File: src/rtl/alu_pipe_n.sv
// Two-stage pipelined ALU (operand register -> result/flag register), WIDTH-bit datapath.
// Latency: input transfer at edge N presents the result after edge N+1; one op per cycle.
// Backpressure: a stalled output holds stage 2; in_ready drops only when both stages are full.
//
// Ports:
//   clk, rst_n                    clock, asynchronous active-low reset
//   in_valid/in_ready             upstream handshake carrying A, B, OpCode
//   out_valid/out_ready           downstream handshake carrying Result and flags
//   Zero/Carry/Overflow/Neg/Err   result flags, registered alongside Result
module alu_pipe_n #(
    parameter int WIDTH = 8,
    parameter int SHW   = $clog2(WIDTH)
) (
    input  logic             clk,
    input  logic             rst_n,
    input  logic             in_valid,
    output logic             in_ready,
    input  logic [WIDTH-1:0] A,
    input  logic [WIDTH-1:0] B,
    input  logic [3:0]       OpCode,
    output logic             out_valid,
    input  logic             out_ready,
    output logic [WIDTH-1:0] Result,
    output logic             Zero_Flag,
    output logic             Carry_Flag,
    output logic             Overflow_Flag,
    output logic             Neg_Flag,
    output logic             Err_Flag
);

    localparam int MSB = WIDTH - 1;

    localparam logic [3:0] OP_ADD  = 4'd0;
    localparam logic [3:0] OP_SUB  = 4'd1;
    localparam logic [3:0] OP_AND  = 4'd2;
    localparam logic [3:0] OP_OR   = 4'd3;
    localparam logic [3:0] OP_XOR  = 4'd4;
    localparam logic [3:0] OP_SLT  = 4'd5;
    localparam logic [3:0] OP_SLTU = 4'd6;
    localparam logic [3:0] OP_SHL  = 4'd7;
    localparam logic [3:0] OP_SHR  = 4'd8;
    localparam logic [3:0] OP_SRA  = 4'd9;

    // Stage 1: captured operation
    logic             s1_vld_q;
    logic [WIDTH-1:0] a_q;
    logic [WIDTH-1:0] b_q;
    logic [3:0]       op_q;

    // Stage 2: registered result and flags
    logic             out_vld_q;
    logic [WIDTH-1:0] res_q;
    logic             zero_q, carry_q, ovf_q, neg_q, err_q;

    // Next values for stage 2, computed from stage 1
    logic [WIDTH-1:0] res_d;
    logic             zero_d, carry_d, ovf_d, neg_d, err_d;

    logic             s2_adv;
    logic             in_xfer;
    logic [WIDTH:0]   sum_w;
    logic [WIDTH:0]   diff_w;
    logic [SHW-1:0]   shamt_w;
    logic             slt_w;
    logic             sltu_w;

    // Stage 2 may load whenever it is empty or its content is leaving this cycle.
    assign s2_adv   = !out_vld_q || out_ready;
    assign in_ready = !s1_vld_q || s2_adv;
    assign in_xfer  = in_valid && in_ready;

    // Extra top bit gives carry out of ADD and borrow out of SUB.
    assign sum_w   = {1'b0, a_q} + {1'b0, b_q};
    assign diff_w  = {1'b0, a_q} - {1'b0, b_q};
    assign shamt_w = b_q[SHW-1:0];
    assign slt_w   = $signed(a_q) < $signed(b_q);
    assign sltu_w  = a_q < b_q;

    always_comb begin
        res_d   = '0;
        carry_d = 1'b0;
        ovf_d   = 1'b0;
        err_d   = 1'b0;
        case (op_q)
            OP_ADD: begin
                res_d   = sum_w[MSB:0];
                carry_d = sum_w[WIDTH];
                ovf_d   = (a_q[MSB] == b_q[MSB]) && (sum_w[MSB] != a_q[MSB]);
            end
            OP_SUB: begin
                res_d   = diff_w[MSB:0];
                carry_d = diff_w[WIDTH];
                ovf_d   = (a_q[MSB] != b_q[MSB]) && (diff_w[MSB] != a_q[MSB]);
            end
            OP_AND:  res_d = a_q & b_q;
            OP_OR:   res_d = a_q | b_q;
            OP_XOR:  res_d = a_q ^ b_q;
            OP_SLT:  res_d = {{(WIDTH-1){1'b0}}, slt_w};
            OP_SLTU: res_d = {{(WIDTH-1){1'b0}}, sltu_w};
            OP_SHL:  res_d = a_q << shamt_w;
            OP_SHR:  res_d = a_q >> shamt_w;
            OP_SRA:  res_d = $unsigned($signed(a_q) >>> shamt_w);
            default: err_d = 1'b1;
        endcase
        zero_d = (res_d == '0);
        neg_d  = res_d[MSB];
    end

    // Stage 1: load on transfer, otherwise empty out once stage 2 has taken the content.
    always_ff @(posedge clk or negedge rst_n) begin
        if (!rst_n) begin
            s1_vld_q <= 1'b0;
            a_q      <= '0;
            b_q      <= '0;
            op_q     <= '0;
        end else if (in_xfer) begin
            s1_vld_q <= 1'b1;
            a_q      <= A;
            b_q      <= B;
            op_q     <= OpCode;
        end else if (s2_adv) begin
            s1_vld_q <= 1'b0;
        end
    end

    // Stage 2: held bit-stable while the output is stalled.
    always_ff @(posedge clk or negedge rst_n) begin
        if (!rst_n) begin
            out_vld_q <= 1'b0;
            res_q     <= '0;
            zero_q    <= 1'b0;
            carry_q   <= 1'b0;
            ovf_q     <= 1'b0;
            neg_q     <= 1'b0;
            err_q     <= 1'b0;
        end else if (s2_adv) begin
            out_vld_q <= s1_vld_q;
            res_q     <= res_d;
            zero_q    <= zero_d;
            carry_q   <= carry_d;
            ovf_q     <= ovf_d;
            neg_q     <= neg_d;
            err_q     <= err_d;
        end
    end

    assign out_valid     = out_vld_q;
    assign Result        = res_q;
    assign Zero_Flag     = zero_q;
    assign Carry_Flag    = carry_q;
    assign Overflow_Flag = ovf_q;
    assign Neg_Flag      = neg_q;
    assign Err_Flag      = err_q;

endmodule

File: config.mk
export PLATFORM = sky130hd
export DESIGN_NAME = alu_pipe_n
export DESIGN_NICKNAME = d
export VERILOG_FILES = /design/src/rtl/alu_pipe_n.sv
export SDC_FILE = /design/constraint.sdc
export NUM_CORES = 1
export LEC_CHECK = 0
export CORE_MARGIN = 2
export CORE_UTILIZATION = 52
export CTS_CLUSTER_DIAMETER = 60
export DETAILED_ROUTE_END_ITERATION = 7
export PLACE_DENSITY_LB_ADDON = 0.15
export SYNTH_ARGS = -nofsm -noshare
export SYNTH_HDL_FRONTEND = slang
export SYNTH_SLANG_ARGS = --single-unit
export TNS_END_PERCENT = 20
File: constraint.sdc
create_clock -name clk -period 3 [get_ports clk]
set_input_delay 0.6 -clock clk [delete_from_list [all_inputs] [get_ports clk]]
set_output_delay 0.6 -clock clk [all_outputs]
set_load 0.02 [all_outputs]
==> flow_metrics.py, run 1 <==
metrics = {
    "status": {
        "status": "finished clean",
    },
    "clock_network": {
        "cts_tree": "built",
        "clock_sinks": 34,
        "clk_latency_ns": 0.30,
        "clk_pin_slew_ns": 0.09,
        "htreeDepth": 2,
        "root_buffer": "clkbuf_8",
        "cts_buffers": 5,
        "cts.path.max_buffers": 2,
    },
    "power": {
        "pwr-share-clk_pct": 19.3,
        "swShare_pct": 41.2,
        "cell_internal_pwr_mw": 1.38,
        "seqPwrFrac_pct": 27.7,
        "combinationalPowerShare_pct": 53.0,
        "p_total_mw": 2.34,
        "netSwitchingPower_mw": 0.967,
        "p_per_area_mw_per_mm2": 596,
        "p_leak_nw": 1.68,
        "ir_drop_v": 0.000319,
    },
    "worst_setup_path": {
        "critPathBufInv": 2,
        "critPathCaptureType": "flip-flop",
        "critical_path.max_fanout": 23,
        "cp.arrival_ns": 3.03,
        "crit_chain": "buf_4 -> ha_1 -> a211oi_1 -> buf_4 -> o211a_1 -> nor4_1 -> or4b_1 -> nor4_1 -> nand4_1 -> o21ai_1",
        "slowest_stage": "or4b_1",
        "crit_start": "b_q[1]",
        "rr_startpoint": "b_q[1]",
        "path_delay_family": "simple AND/OR/NAND/NOR gates",
        "cp.required_ns": 3.22,
        "crit_type": "reg -> reg",
        "rrSetupSlack_ns": 0.18,
        "slowest_delay_ns": 0.52,
        "setup.worst_path.start_class": "flip-flop",
    },
    "sta": {
        "finalCritPeriodShare_pct": 93.9,
        "whs_ns": 0.470,
        "maxSlewViolCount": 0,
        "rsz0062_at_grt": "false",
        "timing.slew.headroom_pct": 60.1,
        "tightest_slew_ns": 0.596,
        "clock.fmax_ghz": 0.355,
        "period_needed_ns": 2.82,
        "setup_viol": 0,
        "skew_ns": 0.0146,
        "hold_viol": 0,
        "setup_tns_ns": 0,
    },
    "cells_and_area": {
        "drive_above_1_share_pct": 16.1,
        "finish.net_count": 467,
        "layout_common_cells": "clkdlybuf4s50_1, nor2_1, dfrtp_1",
        "area_growth_syn_to_layout_pct": 20.7,
        "final_common_cell": "clkdlybuf4s50_1",
        "diodes": 0,
        "fin_cells": 491,
    },
    "grt": {
        "antenna_found_initial": 0,
        "grt_max_degree": 35,
        "grt_pass1_wl_um": 16000,
        "grt-ovfl-total": 0,
        "grt_pass1_vias": 3102,
        "grtUsageTotal_pct": 28.4,
    },
    "placed_design": {
        "dp_hpwl_um": 7100,
        "gp_congestion": 1.01,
        "numPortBuffers": 38,
        "placed_cells": 484,
    },
    "synthesis": {
        "yosys-top-cells-area": "dfrtp_1, ha_1, mux2_2",
        "yosysSeqAreaShare_pct": 26.1,
        "avgSynthCellArea_um2": 8.77,
        "synthFlopType": "dfrtp_1",
        "syn_area_mm2": 0.00326,
        "syn_nets": 423,
        "synth-edff-count": 0,
        "synth_xor_area_share_pct": 0.269,
        "netlist.top_cell.by_area": "dfrtp_1",
        "ys_ff_latch": 34,
        "synth_fa_ha_area_share_pct": 10.8,
        "synth_top_area_share_pct": 26.1,
        "ys.warnings.count": 0,
        "yosysUniqueCellTypes": 66,
        "syn_inst": 372,
        "synthSimpleGateAreaFrac_pct": 19.1,
        "synth_top_family_by_area": "compound AO/OA/AOI/OAI gates",
        "synth-async-reset-ratio_pct": 100,
        "synth_compound_area_share_pct": 21.3,
        "synth.mux.area_fraction_pct": 15.8,
    },
    "worst_hold_path": {
        "hold_start": "s1_vld_q",
        "min_path_type": "reg -> reg",
    },
    "route": {
        "dr.pass1.iters": 5,
        "wl_per_cell_um": 19.2,
        "vias_per_cell": 6.35,
        "drc_errors": 0,
        "wl_um": 9420,
        "vias": 3117,
        "detail_route.iter0.violations": 271,
        "ant_nets": 0,
    },
    "floorplan": {
        "row_count": 28,
        "initial_core_util_pct": 54.4,
        "ios": 39,
        "die_y_um": 83.2,
        "dieWidth_um": 83.2,
        "fp.dieArea_mm2": 0.00692,
        "core-area_mm2": 0.00599,
    },
    "flow_run": {
        "cap_violations": 0,
    },
}
==> layout make-up <==
class	instances	area, µm²
Multi-Input combinational cell	284	2200
Fill cell	530	2060
Sequential cell	34	852
Timing Repair Buffer	65	583
Inverter	26	97.6
Tap cell	75	93.8
Clock buffer	6	82.6
Clock inverter	1	30.0
==> synthesized netlist by cell type, drive strengths merged, types with 3 or more instances <==
| library cell | n |
|---|---|
| nor2 | 37 |
| dfrtp | 34 |
| ha | 25 |
| inv | 25 |
| a21oi | 22 |
| clkbuf | 21 |
| mux2 | 21 |
| o21ai | 20 |
| nand2 | 17 |
| nor2b | 12 |
| mux4 | 9 |
| nor3 | 9 |
| buf | 7 |
| a211oi | 6 |
| a31oi | 6 |
| mux2i | 6 |
| nand2b | 6 |
| nor4 | 6 |
| o211ai | 6 |
| a21o | 4 |
| nand4 | 4 |
| a221oi | 3 |
| a22oi | 3 |
| and3 | 3 |
| nand3 | 3 |
| nor3b | 3 |
| o221ai | 3 |
| o22ai | 3 |
| o31ai | 3 |
==> power groups by stage <==
| stage | Sequential, mW | Clock [mW] | Combinational (mW) |
|---|---|---|---|
| 2_1_floorplan | 0.680 | 0 | 0.770 |
| 3_3_place_gp | 0.651 | 0 | 1.20 |
| 3_5_place_dp | 0.657 | 0 | 1.22 |
| 4_1_cts | 0.647 | 0.453 | 1.23 |
| 5_1_grt | 0.663 | 0.468 | 1.36 |
| 6_report | 0.649 | 0.452 | 1.24 |
==> through the flow <==
stage               instance area [µm²]  utilization [%]  setup WS (ns)
finish                             3940             65.7          0.183
global route                       3940             65.7         0.0131
CTS                                3930             65.6          0.205
detailed placement                 3820             63.7          0.220
global placement                   3820             63.7          0.392
floorplan                          3260                -          0.106
==> cells by family (layout without fill, tap and decap cells) <==
| logic type | Yosys count | in the layout |
|---|---|---|
| buf+inv | 54 | 98 |
| flops | 34 | 34 |
| xor+xnor | 1 | 1 |
| compound gates | 103 | 103 |
| mux | 36 | 36 |
| fa+ha+maj | 27 | 27 |
| simple gates | 117 | 117 |
==> sequential cells by signal, summed over array words and instances, names as in the netlist <==
| name | count |
|---|---|
| op_q | 4 |
| Zero_Flag | 1 |
| b_q | 8 |
| s1_vld_q | 1 |
| a_q | 8 |
| Err_Flag | 1 |
| Result | 8 |
| Overflow_Flag | 1 |
| out_valid | 1 |
| Carry_Flag | 1 |
==> layer usage <==
layer | part of all wire (%) | vias to the layer above | track usage (%) | wire [µm]
li1 | - | 1463 | - | -
met1 | 42 | 1487 | 38.2 | 3980
met2 | 48 | 150 | 48.2 | 4560
met3 | 7.4 | 17 | 3.68 | 694
met4 | 1.9 | 0 | 7.45 | 180
met5 | 0 | - | 0 | 0
==> worst paths after layout <==
check | endpoint | cells past startpoint
max | Zero_Flag | 10
min | out_valid | 1
max reg2reg | Zero_Flag | 10
min reg2reg | out_valid | 1
max in group asynchronous | a_q[2] | 2
min in group asynchronous | b_q[5] | 2
==> what timing repair did <==
item,in CTS,in global routing
gates resized for setup,0,2
setup endpoints to repair,0,1
setup buffers,0,0
hold buffers,0,0
Note: power is estimated with default switching activity, not from simulation.
==> run 2: changes to the inputs <==
--- a/config.mk
+++ b/config.mk
@@ -5,6 +5,7 @@
 export SDC_FILE = /design/constraint.sdc
 export NUM_CORES = 1
 export LEC_CHECK = 0
+export ABC_AREA = 1
 export CORE_MARGIN = 2
 export CORE_UTILIZATION = 52
 export CTS_CLUSTER_DIAMETER = 60
==> run 2 against run 1 <==
Compared with the run above: die area increased by 0.18%; critical endpoint unchanged; sequential share of layout area increased by 1.1 points; clock skew decreased by 0.0045 ns; critical path depth increased by 3; area after synthesis increased by 0.19%; worst hold slack improved by 0.0014 ns.
==> flow_metrics.py, run 2 <==
metrics = {
    "status": {
        "status": "finished clean",
    },
    "worst_setup_path": {
        "slowest_stage": "dfrtp_1",
        "crit_chain": "inv_1 -> ha_1 -> o21ai_1 -> nand3_1 -> nand2_1 -> nand2_1 -> nand3_1 -> nand2_1 -> nor2_1 -> nand2_1 -> nor2_1 -> nand2_1 -> nand2_1",
        "cp.required_ns": 3.23,
        "setup.worst_path.start_class": "flip-flop",
        "rr_startpoint": "a_q[1]",
        "crit_type": "reg -> reg",
        "crit_top_cell": "nand2_1",
        "critPathCaptureType": "flip-flop",
        "slowest_delay_ns": 0.62,
        "rrSetupSlack_ns": 0.59,
        "critical_path.max_fanout": 7,
        "cp.arrival_ns": 2.65,
        "reg2reg_to": "Zero_Flag",
        "reg2reg_depth": 13,
    },
    "clock_network": {
        "cts_tree": "built",
        "htreeDepth": 2,
        "clk_pin_slew_ns": 0.08,
        "cts.path.max_buffers": 2,
        "cts_buffers": 5,
        "postCtsSetupBuffers": 0,
        "root_buffer": "clkbuf_8",
        "clk_latency_ns": 0.29,
        "postCtsHoldBufs": 0,
        "clock_sinks": 34,
        "cts_resized": 0,
    },
    "sta": {
        "clock.fmax_ghz": 0.414,
        "hold_viol": 0,
        "setup_tns_ns": 0,
        "rsz0062_at_grt": "false",
        "maxSlewViolCount": 0,
        "setup_viol": 0,
        "timing.slew.headroom_pct": 70.1,
        "period_needed_ns": 2.41,
        "tightest_slew_ns": 0.448,
        "finalCritPeriodShare_pct": 80.4,
        "skew_ns": 0.0100,
    },
    "grt": {
        "grtUsageTotal_pct": 27.4,
        "grt_pass1_wl_um": 15400,
        "grt-ovfl-total": 0,
        "grt_max_degree": 42,
        "antenna_found_initial": 0,
        "grt_pass1_vias": 3191,
    },
    "route": {
        "dr.pass1.iters": 5,
        "vias_per_cell": 5.48,
        "detail_route.iter0.violations": 200,
        "vias": 3315,
        "drc_errors": 0,
        "wl_per_cell_um": 14.9,
        "wl_um": 9040,
        "ant_nets": 0,
    },
    "synthesis": {
        "avgSynthCellArea_um2": 6.57,
        "synth_top_area_share_pct": 26.0,
        "syn_nets": 548,
        "ys_ff_latch": 34,
        "syn_area_mm2": 0.00327,
        "synth.most_common_cell": "nand2_1",
        "yosysUniqueCellTypes": 36,
        "syn_inst": 497,
        "ys.warnings.count": 0,
        "netlist.top_cell.by_area": "dfrtp_1",
        "ys_top_cells_by_count": "nand2_1, nand3_1, nor2_1",
        "synth-edff-count": 0,
        "synth-async-reset-ratio_pct": 100,
        "yosys-top-cells-area": "dfrtp_1, nand2_1, nand3_1",
        "yosysSeqAreaShare_pct": 26.0,
        "synthFlopType": "dfrtp_1",
    },
    "power": {
        "p_leak_nw": 1.91,
        "p_per_area_mw_per_mm2": 563,
        "ir_drop_v": 0.000345,
    },
    "flow_run": {
        "cap_violations": 0,
    },
    "floorplan": {
        "die_y_um": 83.3,
        "dieWidth_um": 83.3,
        "core-area_mm2": 0.00599,
        "initial_core_util_pct": 54.5,
        "ios": 39,
        "row_count": 28,
        "fp.dieArea_mm2": 0.00693,
    },
    "placed_design": {
        "numPortBuffers": 38,
        "dp_hpwl_um": 7180,
        "gp_congestion": 0.989,
        "placed_cells": 597,
    },
    "worst_hold_path": {
        "min_path_type": "reg -> reg",
        "hold_path_depth": 1,
        "hold_start": "s1_vld_q",
        "holdPathEnd": "out_valid",
    },
    "cells_and_area": {
        "layout_common_cells": "nand2_1, nand3_1, nor2_1",
        "final_common_cell": "nand2_1",
        "area_growth_syn_to_layout_pct": 14.7,
        "finish.net_count": 580,
        "diodes": 0,
        "drive_above_1_share_pct": 10.6,
        "fin_cells": 605,
    },
}
## run 2: cell type report
cell class              count  area (µm²)
clock buffers               6        72.6
clock inverters             2        13.8
fillers                   552        2240
inverters                  57         221
multi-input cells         386        2060
flip-flops and latches     34         851
well taps                  75        93.8
repair buffers             45         433
## run 2: worst max-delay path by stage
stage                     startpoint        end  slack [ns]
final                         a_q[1]  Zero_Flag        0.59
after global routing          a_q[1]  Zero_Flag        0.42
after CTS                  out_ready   in_ready        0.59
after detailed placement   out_ready   in_ready        0.59
after global placement     out_ready   in_ready        0.60
after floorplan               b_q[2]  Zero_Flag        0.94
## run 2: logic make-up after synthesis
family / after synthesis / share of synthesized area [%]
flip-flops: 34 / 26.0
AO/OA/AOI/OAI: 60 / 9.65
buffers and inverters: 77 / 10.9
AND/OR/NAND/NOR: 298 / 42.4
XOR/XNOR: 1 / 0.268
adder cells (fa/ha/maj): 27 / 10.8
## run 2: per-layer routing
| layer | share of wire (%) | GRT usage [%] | up-vias | routed length (µm) |
|---|---|---|---|---|
| li1 | - | - | 1662 | - |
| met1 | 45 | 37.4 | 1503 | 4100 |
| met2 | 44 | 42.2 | 126 | 3950 |
| met3 | 8.4 | 7.26 | 24 | 757 |
| met4 | 2.7 | 8.94 | 0 | 244 |
| met5 | 0 | 0 | - | 0 |
## run 2: where the power goes
part           leakage, nW  internal, mW  switching [mW]  total, mW
logic                 1.46         0.409           0.694       1.10
registers            0.400         0.544           0.109      0.653
clock network       0.0452         0.164           0.191      0.355
total                 1.91          1.12           0.993       2.11
## run 2: through the flow
stage	util (%)	setup WS (ns)	power, mW	hold WS (ns)	cell area (µm²)
2_1_floorplan	-	0.942	1.44	0.304	3270
6_report	62.5	0.587	2.11	0.471	3750
3_3_place_gp	61.1	0.604	1.74	0.447	3660
3_5_place_dp	61.1	0.594	1.75	0.459	3660
4_1_cts	62.5	0.591	2.11	0.478	3750
5_1_grt	62.5	0.419	2.29	0.507	3750
## run 2: worst max-delay path, delay by kind of cell, from the launching register on
kind,cells,cell delay (ns)
adder cells (fa/ha/maj),1,0.38
AO/OA/AOI/OAI,1,0.35
AND/OR/NAND/NOR,10,0.84
flip-flops,1,0.62
buffers and inverters,1,0.16
